==> src/rtl/uart_pkg.sv <==
// Shared types and constants for the 8N1 UART transmitter.
// Frame sequencing states plus sizing helpers used by the top and its bit timer.
package uart_pkg;

  localparam int DEFAULT_CLKS_PER_BIT = 217;  // 25 MHz / 115200 baud
  localparam int DATA_WIDTH           = 8;
  localparam int BIT_IDX_WIDTH        = 3;

  typedef enum logic [2:0] {
    IDLE,
    START,
    DATA,
    STOP,
    CLEANUP
  } tx_state_e;

  // Counter width able to hold clks_per_bit-1; never narrower than one bit.
  function automatic int cnt_width(input int clks_per_bit);
    return (clks_per_bit > 2) ? $clog2(clks_per_bit) : 1;
  endfunction

endpackage

==> src/rtl/uart_bit_timer.sv <==
// Free-running bit-period counter: wraps at CLKS_PER_BIT-1 and flags that cycle.
// Held at zero while cleared so every frame starts on a fresh bit boundary.
module uart_bit_timer
  import uart_pkg::*;
#(
  parameter int CLKS_PER_BIT = DEFAULT_CLKS_PER_BIT
) (
  input  logic i_Clock,
  input  logic i_Rst_L,
  input  logic i_Clear,
  input  logic i_Enable,
  output logic o_Terminal
);

  localparam int CNT_W = cnt_width(CLKS_PER_BIT);
  localparam logic [CNT_W-1:0] LAST_COUNT = CNT_W'(CLKS_PER_BIT - 1);

  logic [CNT_W-1:0] clk_count;

  // NOTE: state in always_ff uses non-blocking (<=) so every register samples
  // the pre-edge values of the others, independent of statement order.
  always_ff @(posedge i_Clock or negedge i_Rst_L) begin
    if (!i_Rst_L) begin
      clk_count <= '0;
    end else if (i_Clear) begin
      clk_count <= '0;
    end else if (i_Enable) begin
      if (clk_count == LAST_COUNT) begin
        clk_count <= '0;
      end else begin
        clk_count <= clk_count + CNT_W'(1);
      end
    end
  end

  assign o_Terminal = i_Enable && (clk_count == LAST_COUNT);

endmodule

==> src/rtl/uart_tx.sv <==
// 8N1 UART transmitter: start bit, eight data bits LSB first, stop bit,
// then a one-cycle done pulse. All outputs are registered.
module uart_tx
  import uart_pkg::*;
#(
  parameter int CLKS_PER_BIT = DEFAULT_CLKS_PER_BIT
) (
  input  logic                  i_Clock,
  input  logic                  i_Rst_L,
  input  logic                  i_TX_DV,
  input  logic [DATA_WIDTH-1:0] i_TX_Byte,
  output logic                  o_TX_Active,
  output logic                  o_TX_Serial,
  output logic                  o_TX_Done
);

  localparam logic [BIT_IDX_WIDTH-1:0] LAST_BIT = BIT_IDX_WIDTH'(DATA_WIDTH - 1);

  tx_state_e                state;
  logic [BIT_IDX_WIDTH-1:0] bit_idx;
  logic [DATA_WIDTH-1:0]    tx_data;
  logic                     bit_done;
  logic                     timer_clear;
  logic                     timer_run;

  // The timer only runs while a bit is on the wire; it wraps on its own at
  // every bit boundary, so no explicit clear is needed between bits.
  assign timer_clear = (state == IDLE);
  assign timer_run   = (state == START) || (state == DATA) || (state == STOP);

  uart_bit_timer #(
    .CLKS_PER_BIT(CLKS_PER_BIT)
  ) u_bit_timer (
    .i_Clock   (i_Clock),
    .i_Rst_L   (i_Rst_L),
    .i_Clear   (timer_clear),
    .i_Enable  (timer_run),
    .o_Terminal(bit_done)
  );

  // The line level for the next bit is registered on the same edge that
  // changes state, so o_TX_Serial never passes through combinational logic.
  always_ff @(posedge i_Clock or negedge i_Rst_L) begin
    if (!i_Rst_L) begin
      state       <= IDLE;
      bit_idx     <= '0;
      tx_data     <= '0;
      o_TX_Serial <= 1'b1;
      o_TX_Active <= 1'b0;
      o_TX_Done   <= 1'b0;
    end else begin
      case (state)
        IDLE: begin
          o_TX_Serial <= 1'b1;
          o_TX_Active <= 1'b0;
          o_TX_Done   <= 1'b0;
          bit_idx     <= '0;
          if (i_TX_DV) begin
            tx_data     <= i_TX_Byte;
            o_TX_Active <= 1'b1;
            o_TX_Serial <= 1'b0;
            state       <= START;
          end
        end

        START: begin
          if (bit_done) begin
            bit_idx     <= '0;
            o_TX_Serial <= tx_data[0];
            state       <= DATA;
          end
        end

        DATA: begin
          if (bit_done) begin
            if (bit_idx == LAST_BIT) begin
              o_TX_Serial <= 1'b1;
              state       <= STOP;
            end else begin
              bit_idx     <= bit_idx + BIT_IDX_WIDTH'(1);
              o_TX_Serial <= tx_data[bit_idx + BIT_IDX_WIDTH'(1)];
            end
          end
        end

        STOP: begin
          if (bit_done) begin
            o_TX_Done   <= 1'b1;
            o_TX_Active <= 1'b0;
            state       <= CLEANUP;
          end
        end

        CLEANUP: begin
          o_TX_Done   <= 1'b0;
          o_TX_Serial <= 1'b1;
          state       <= IDLE;
        end

        default: begin
          o_TX_Serial <= 1'b1;
          o_TX_Active <= 1'b0;
          o_TX_Done   <= 1'b0;
          state       <= IDLE;
        end
      endcase
    end
  end

endmodule

==> config.mk <==
export PLATFORM = sky130hd
export DESIGN_NAME = uart_tx
export DESIGN_NICKNAME = d
export VERILOG_FILES = /design/src/rtl/uart_pkg.sv /design/src/rtl/uart_bit_timer.sv /design/src/rtl/uart_tx.sv
export SDC_FILE = /design/constraint.sdc
export NUM_CORES = 1
export LEC_CHECK = 0
export ABC_AREA = 0
export CAP_MARGIN = 20
export CORE_MARGIN = 4
export CORE_UTILIZATION = 59
export CTS_CLUSTER_SIZE = 8
export DETAILED_ROUTE_END_ITERATION = 6
export GPL_ROUTABILITY_DRIVEN = 1
export PLACE_DENSITY = 0.79
export RECOVER_POWER = 25
export SKIP_CTS_REPAIR_TIMING = 1
export SLEW_MARGIN = 15
export SYNTH_ARGS = -nofsm -noshare
export SYNTH_HDL_FRONTEND = slang
export SYNTH_HIERARCHICAL = 1
export SYNTH_SLANG_ARGS = --single-unit
==> constraint.sdc <==
create_clock -name i_Clock -period 6.9 [get_ports i_Clock]
set_clock_uncertainty 0.1 [all_clocks]
set_input_delay 0.69 -clock i_Clock [delete_from_list [all_inputs] [get_ports i_Clock]]
set_output_delay 0.69 -clock i_Clock [all_outputs]
set_load 0.01 [all_outputs]
==> metrics, run 1 <==
status finished clean; Post-Layout Inst Area 1480 um^2; Initial DRC Count 28; GRT Util Overall 0.165; clk root buf clkbuf_4; # fillers about 160; Most used DFF post-synth dfrtp_1; most frequent cell on the critical path nor2_1; Crit path max-delay family simple AND/OR/NAND/NOR gates; Worst Tran Pin Value roughly 1300 ps; mux cell area share after synthesis 0.124; area of the multi-input gates between 600 and 700 um^2; RePlAce Congestion 0.776; synthesis warning total 6; library cells used by synthesis 35; Max Fclk roughly 370 MHz; Final Power 0.343 mW; # diodes 0; Syn Nets 138; via count 973; HPWL after detailed placement 1.79 mm; CP max-delay cell dfrtp_1; Compound-Gate Fraction of Synth Area 0.175; Placement Cell Area 1460 um^2; Switching Fraction 0.313; area grow syn2layout 11.9%; CTS tree yes; RSZ-0062 raised after global routing false; setup TNS 0 ps; Netlist Area Pre-Place 1320 um^2; DR pass1 iterations 4; max incr delay on CP approximately 570 ps; largest family of logic cells by synthesized area compound AO/OA/AOI/OAI gates; number of H-tree levels 1; Longest Clk Path Bufs 2; Post-Synth Simple-Gate Area 0.136; routed vias/inst 6.01; Max Cap Viol 0; fin crit period 2720 ps; vias in the first global route 879; clk sinks 25; Combinational Power Share 0.216; routed wire length per instance between 15 and 20 um; Die Ht 55.4 um; starting density of the core 0.648; max-slew violation count 0; Net Sw Power 0.107 mW; EDFF count, synth 0; Storage cell area roughly 630 um^2; initial antenna violation count 0; P_int ~0.24 mW; total core area 2040 um^2; most common cell after layout, fill and taps aside dfrtp_1; layout cell share with drive strength beyond 1 0.126; Worst Path Required 6990 ps; CP max FO 12; Peak VDD IR 176 uV; Post-Synth Adder-Cell Area 0.0378; DRC Markers 0; die area 3070 um^2; LEAKAGE ~0.6 nW; Avg Cell Area, Syn 10.8 um^2; final setup fails 0; largest net degree at the start of global routing 26; nets between 150 and 200; Ports 14; later-pin clock latency in the skew report 310 ps; Pwr Density 231 nW/um^2; register area share after synthesis 0.474; Synth Register Bits 25; Worst-path clk slew 130 ps; first-pass GRT wire length around 4.1 mm; CP arrival 2810 ps; Post-Synth XOR/XNOR Area 0.0198; chip width 55.4 um; Final Core Density 0.725; IO Port Bufs 13; Min-Delay Path Class reg2reg; row count 16; Flop pwr share 0.595; period utilization 0.394; CP bufs+invs 1; Worst Setup Start Kind flop; Post-DRT Antenna Nets 0; crit end category flop; remaining global-route overflow 0; clock network fraction of total power 0.189; total CTS buffers 3; Worst Path Class, Setup reg2reg; Slew HR 0.118; WL final 2.43 mm; cell count after synthesis 123; Final Hold Fails 0; crit-path cells nor2_1, nor2_1, inv_1, nor3_1, nand3_1, and3b_1, a21oi_1, o21ai_0; leading cell types in the layout, fill and taps excluded 24 x dfrtp_1, 12 x clkdlybuf4s50_1, 11 x o21ai_0; R2R setup slack 4180 ps; Async SR Flop Fraction 1.00
routing by layer:
metal,up-vias,GRT usage,share of wire
li1,475,-,-
met1,466,0.241,0.48
met2,30,0.248,0.47
met3,2,0.0280,0.046
met4,0,0.0521,0.0053
met5,-,0,0
cell families (layout without fill, tap and decap cells):
group | count (synthesis) | after routing
mux | 12 | 12
buf+inv | 10 | 22
compound gates | 34 | 34
flops | 25 | 25
fa+ha+maj | 4 | 4
xor+xnor | 3 | 3
simple gates | 35 | 35
state kept, by name, indices dropped and copies added, names as in the netlist:
signal	count
bit_idx	3
o_TX_Active	1
o_TX_Done	1
o_TX_Serial	1
state	3
tx_data	8
u_bit_timer/clk_count	8
worst reg2reg max path, delay by kind of cell, from the launching register on:
family	cells	cell delay [ps]
AND/OR/NAND/NOR	5	1540
flip-flops	1	570
buffers and inverters	1	200
AO/OA/AOI/OAI	2	190
through the flow:
step / hold slack (ps) / instances / worst slack (ps)
finish: 422 / 162 / 4180
global route: 447 / 162 / 3860
CTS: 426 / 162 / 4200
detailed placement: 394 / 158 / 4230
global placement: 383 / 158 / 4400
floorplan: 294 / 123 / 4550
cell type report:
cell class | count | share of cell area
multi-input combinational | 88 | 0.440
sequential | 25 | 0.423
timing repair buffer | 13 | 0.0836
tap | 27 | 0.0228
clock buffer | 4 | 0.0177
inverter | 5 | 0.0127
cell usage after synthesis (all sizes together), types with 2 or more instances:
library cell | number | area share
mux2 | 9 | 0.077
dfrtp | 24 | 0.45
mux4 | 2 | 0.040
o2111ai | 2 | 0.018
nor2 | 8 | 0.023
inv | 5 | 0.014
o31ai | 4 | 0.033
nor3 | 3 | 0.011
nand3 | 5 | 0.019
a21oi | 10 | 0.041
nand2 | 8 | 0.023
xor2 | 3 | 0.020
ha | 4 | 0.038
o211ai | 3 | 0.017
o21ai | 12 | 0.048
and3b | 2 | 0.013
buf | 4 | 0.017
or3 | 3 | 0.014
power groups by stage:
stage	logic (mW)	registers [mW]	clock network, mW
global route	0.0865	0.207	0.0742
global placement	0.0714	0.203	0
CTS	0.0743	0.202	0.0682
detailed placement	0.0734	0.205	0
finish	0.0742	0.204	0.0647
floorplan	0.0522	0.197	0
final timing paths:
kind | start | cells past startpoint | end
worst max-delay path | state[1] | 8 | o_TX_Active
worst min-delay path | tx_data[4] | 1 | tx_data[4]
worst max register to register | state[1] | 8 | o_TX_Active
worst min register to register | tx_data[4] | 1 | tx_data[4]
max in group asynchronous | i_Rst_L | 1 | bit_idx[1]
min in group asynchronous | i_Rst_L | 1 | u_bit_timer/clk_count[2]
No activity file was read; power rests on OpenSTA's default activity.
==> run 2: changes to the inputs <==
Settings changed: CORE_UTILIZATION 59 to 49, PLACE_DENSITY 0.79 to 0.69.
Clock period 6.9 ns to 2.45 ns, I/O delays scaled along.
==> metrics, run 2 (synthesis results as in run 1) <==
via count 978 (+0.51%); vias in the first global route 950 (+8.1%); CP arrival 2280 ps (-530 ps); GRT Util Overall 0.158 (-0.00653); remaining global-route overflow 0 (unchanged); routed wire length per instance 14.5 um (-3.5%); layer with the highest usage met2; CP max FO 7 (-5); number of H-tree levels 1 (unchanged); CP max-delay cell dfrtp_1; Post-DRT Antenna Nets 0 (unchanged); Slew HR 0.477 (+0.360); initial antenna violation count 0 (unchanged); Worst Tran Pin Value 784 ps (-539 ps); max incr delay on CP 400 ps (-170 ps); layout cell share with drive strength beyond 1 0.163 (+0.0372); later-pin clock latency in the skew report 310 ps (about the same); total CTS buffers 3 (unchanged); Peak VDD IR 424 uV (+140%); GR Util met3 0.0259 (-0.00205); largest net degree at the start of global routing 17 (-35%); Worst Setup Start Kind flop; crit-path cells nor2_1, nor2_1, inv_1, nor3_1, buf_4, a21oi_1, o21ai_0, o31ai_1; total core area 2520 um^2 (+24%); nets 157 (+4.0%); RSZ-0062 raised after global routing false; WL final 2.48 mm (+1.8%); max-slew violation count 0 (unchanged); starting density of the core 0.525 (-0.123); CTS tree yes; Pwr Density 628 nW/um^2 (+170%); Worst Path Required 2580 ps (-4410 ps); row count 18 (+2); Max Fclk 465 MHz (+27%); met2 usage 0.255 (+0.00632); setup ws final 301 ps (-3880 ps); CP bufs+invs 2 (+1); Placement Setup Slack 336 ps (-3900 ps); Top Registers tx_data (8), u_bit_timer/clk_count (8); most common cell after layout, fill and taps aside dfrtp_1; Die Ht 60.0 um (+8.3%); first-pass GRT wire length 4.35 mm (+5.7%); routed vias/inst 5.72 (-4.8%); clk root buf clkbuf_4; most frequent cell on the critical path nor2_1; period utilization 0.877 (+0.483); RePlAce Congestion 0.925 (+19%); status finished clean; Ports 14 (unchanged); Max Cap Viol 0 (unchanged); Crit path max-delay family simple AND/OR/NAND/NOR gates; Initial DRC Count 49 (+75%); Worst Path Class, Setup reg2reg; IO Port Bufs 13 (unchanged); area grow syn2layout 15.9%; # fillers 221 (+36%); Final Hold Fails 0 (unchanged); crit end category flop; fin crit period 2150 ps (-572 ps); DRC Markers 0 (unchanged); setup TNS 0 ps (unchanged); M1 GR Usage 0.220 (-0.0211); Longest Clk Path Bufs 2 (unchanged); chip width 60.0 um (+8.3%); final setup fails 0 (unchanged); clk sinks 25 (unchanged); die area 3600 um^2 (+17%); LEAKAGE 0.638 nW (+5.4%); # diodes 0 (unchanged); leading cell types in the layout, fill and taps excluded 24 x dfrtp_1, 12 x clkdlybuf4s50_1, 11 x o21ai_0; Worst-path clk slew 140 ps (about the same); HPWL after detailed placement 1.87 mm (+4.3%); Min-Delay Path Class in2async; DR pass1 iterations 4 (unchanged)
-- run 2: changes by cell type in the layout (fill, tap and decap cells not counted) --
cell / change
dlygate4sd3_1: +1
clkinv_2: +1
buf_4: +5
clkbuf_1: -1
-- run 2: stage by stage --
stage	area [um^2]	cells	hold WS [ps]	power (mW)	util
2_1_floorplan	1320	123	-151	0.703	-
3_3_place_gp	1510	167	383	0.777	0.599
3_5_place_dp	1510	167	393	0.783	0.599
4_1_cts	1540	171	156	0.971	0.610
5_1_grt	1530	171	230	1.03	0.608
6_report	1530	171	208	0.964	0.608
-- run 2: path summary, 6_finish.rpt --
kind                                  from                  endpoint  slack, ps  cells past startpoint
worst min register to register  tx_data[5]                tx_data[5]        420                      1
worst max-delay path              state[0]                bit_idx[0]        300                      8
worst min-delay path               i_Rst_L                bit_idx[1]        210                      1
max in group asynchronous          i_Rst_L  u_bit_timer/clk_count[1]        980                      2
min in group i_Clock            tx_data[5]                tx_data[5]        420                      1
worst max register to register    state[0]                bit_idx[0]        300                      8
-- run 2: power by group --
group | internal, mW | total (mW) | switching (mW)
Combinational | 0.115 | 0.211 | 0.0952
Sequential | 0.486 | 0.568 | 0.0825
Clock | 0.0610 | 0.185 | 0.124
Total | 0.662 | 0.964 | 0.302
-- run 2: final cells by class --
cell class	count	area [um^2]	area share
flip-flops and latches	25	627	0.409
inverters	5	18.8	0.0122
clock inverters	1	5.00	0.00326
repair buffers	19	171	0.112
clock buffers	3	22.5	0.0147
well taps	30	37.5	0.0245
multi-input cells	88	652	0.425
-- run 2: worst register-to-register path: stages, from the launching register on --
cell	delay [ps]
dfrtp_1	400
nor2_1	330
nor2_1	200
inv_1	200
nor3_1	80
buf_4	160
a21oi_1	360
o21ai_0	140
o31ai_1	90
-- run 2: routing by layer --
layer	routed length, um	vias up
met3	107	2
met4	15	0
met5	0	-
li1	-	491
met2	1160	21
met1	1200	464
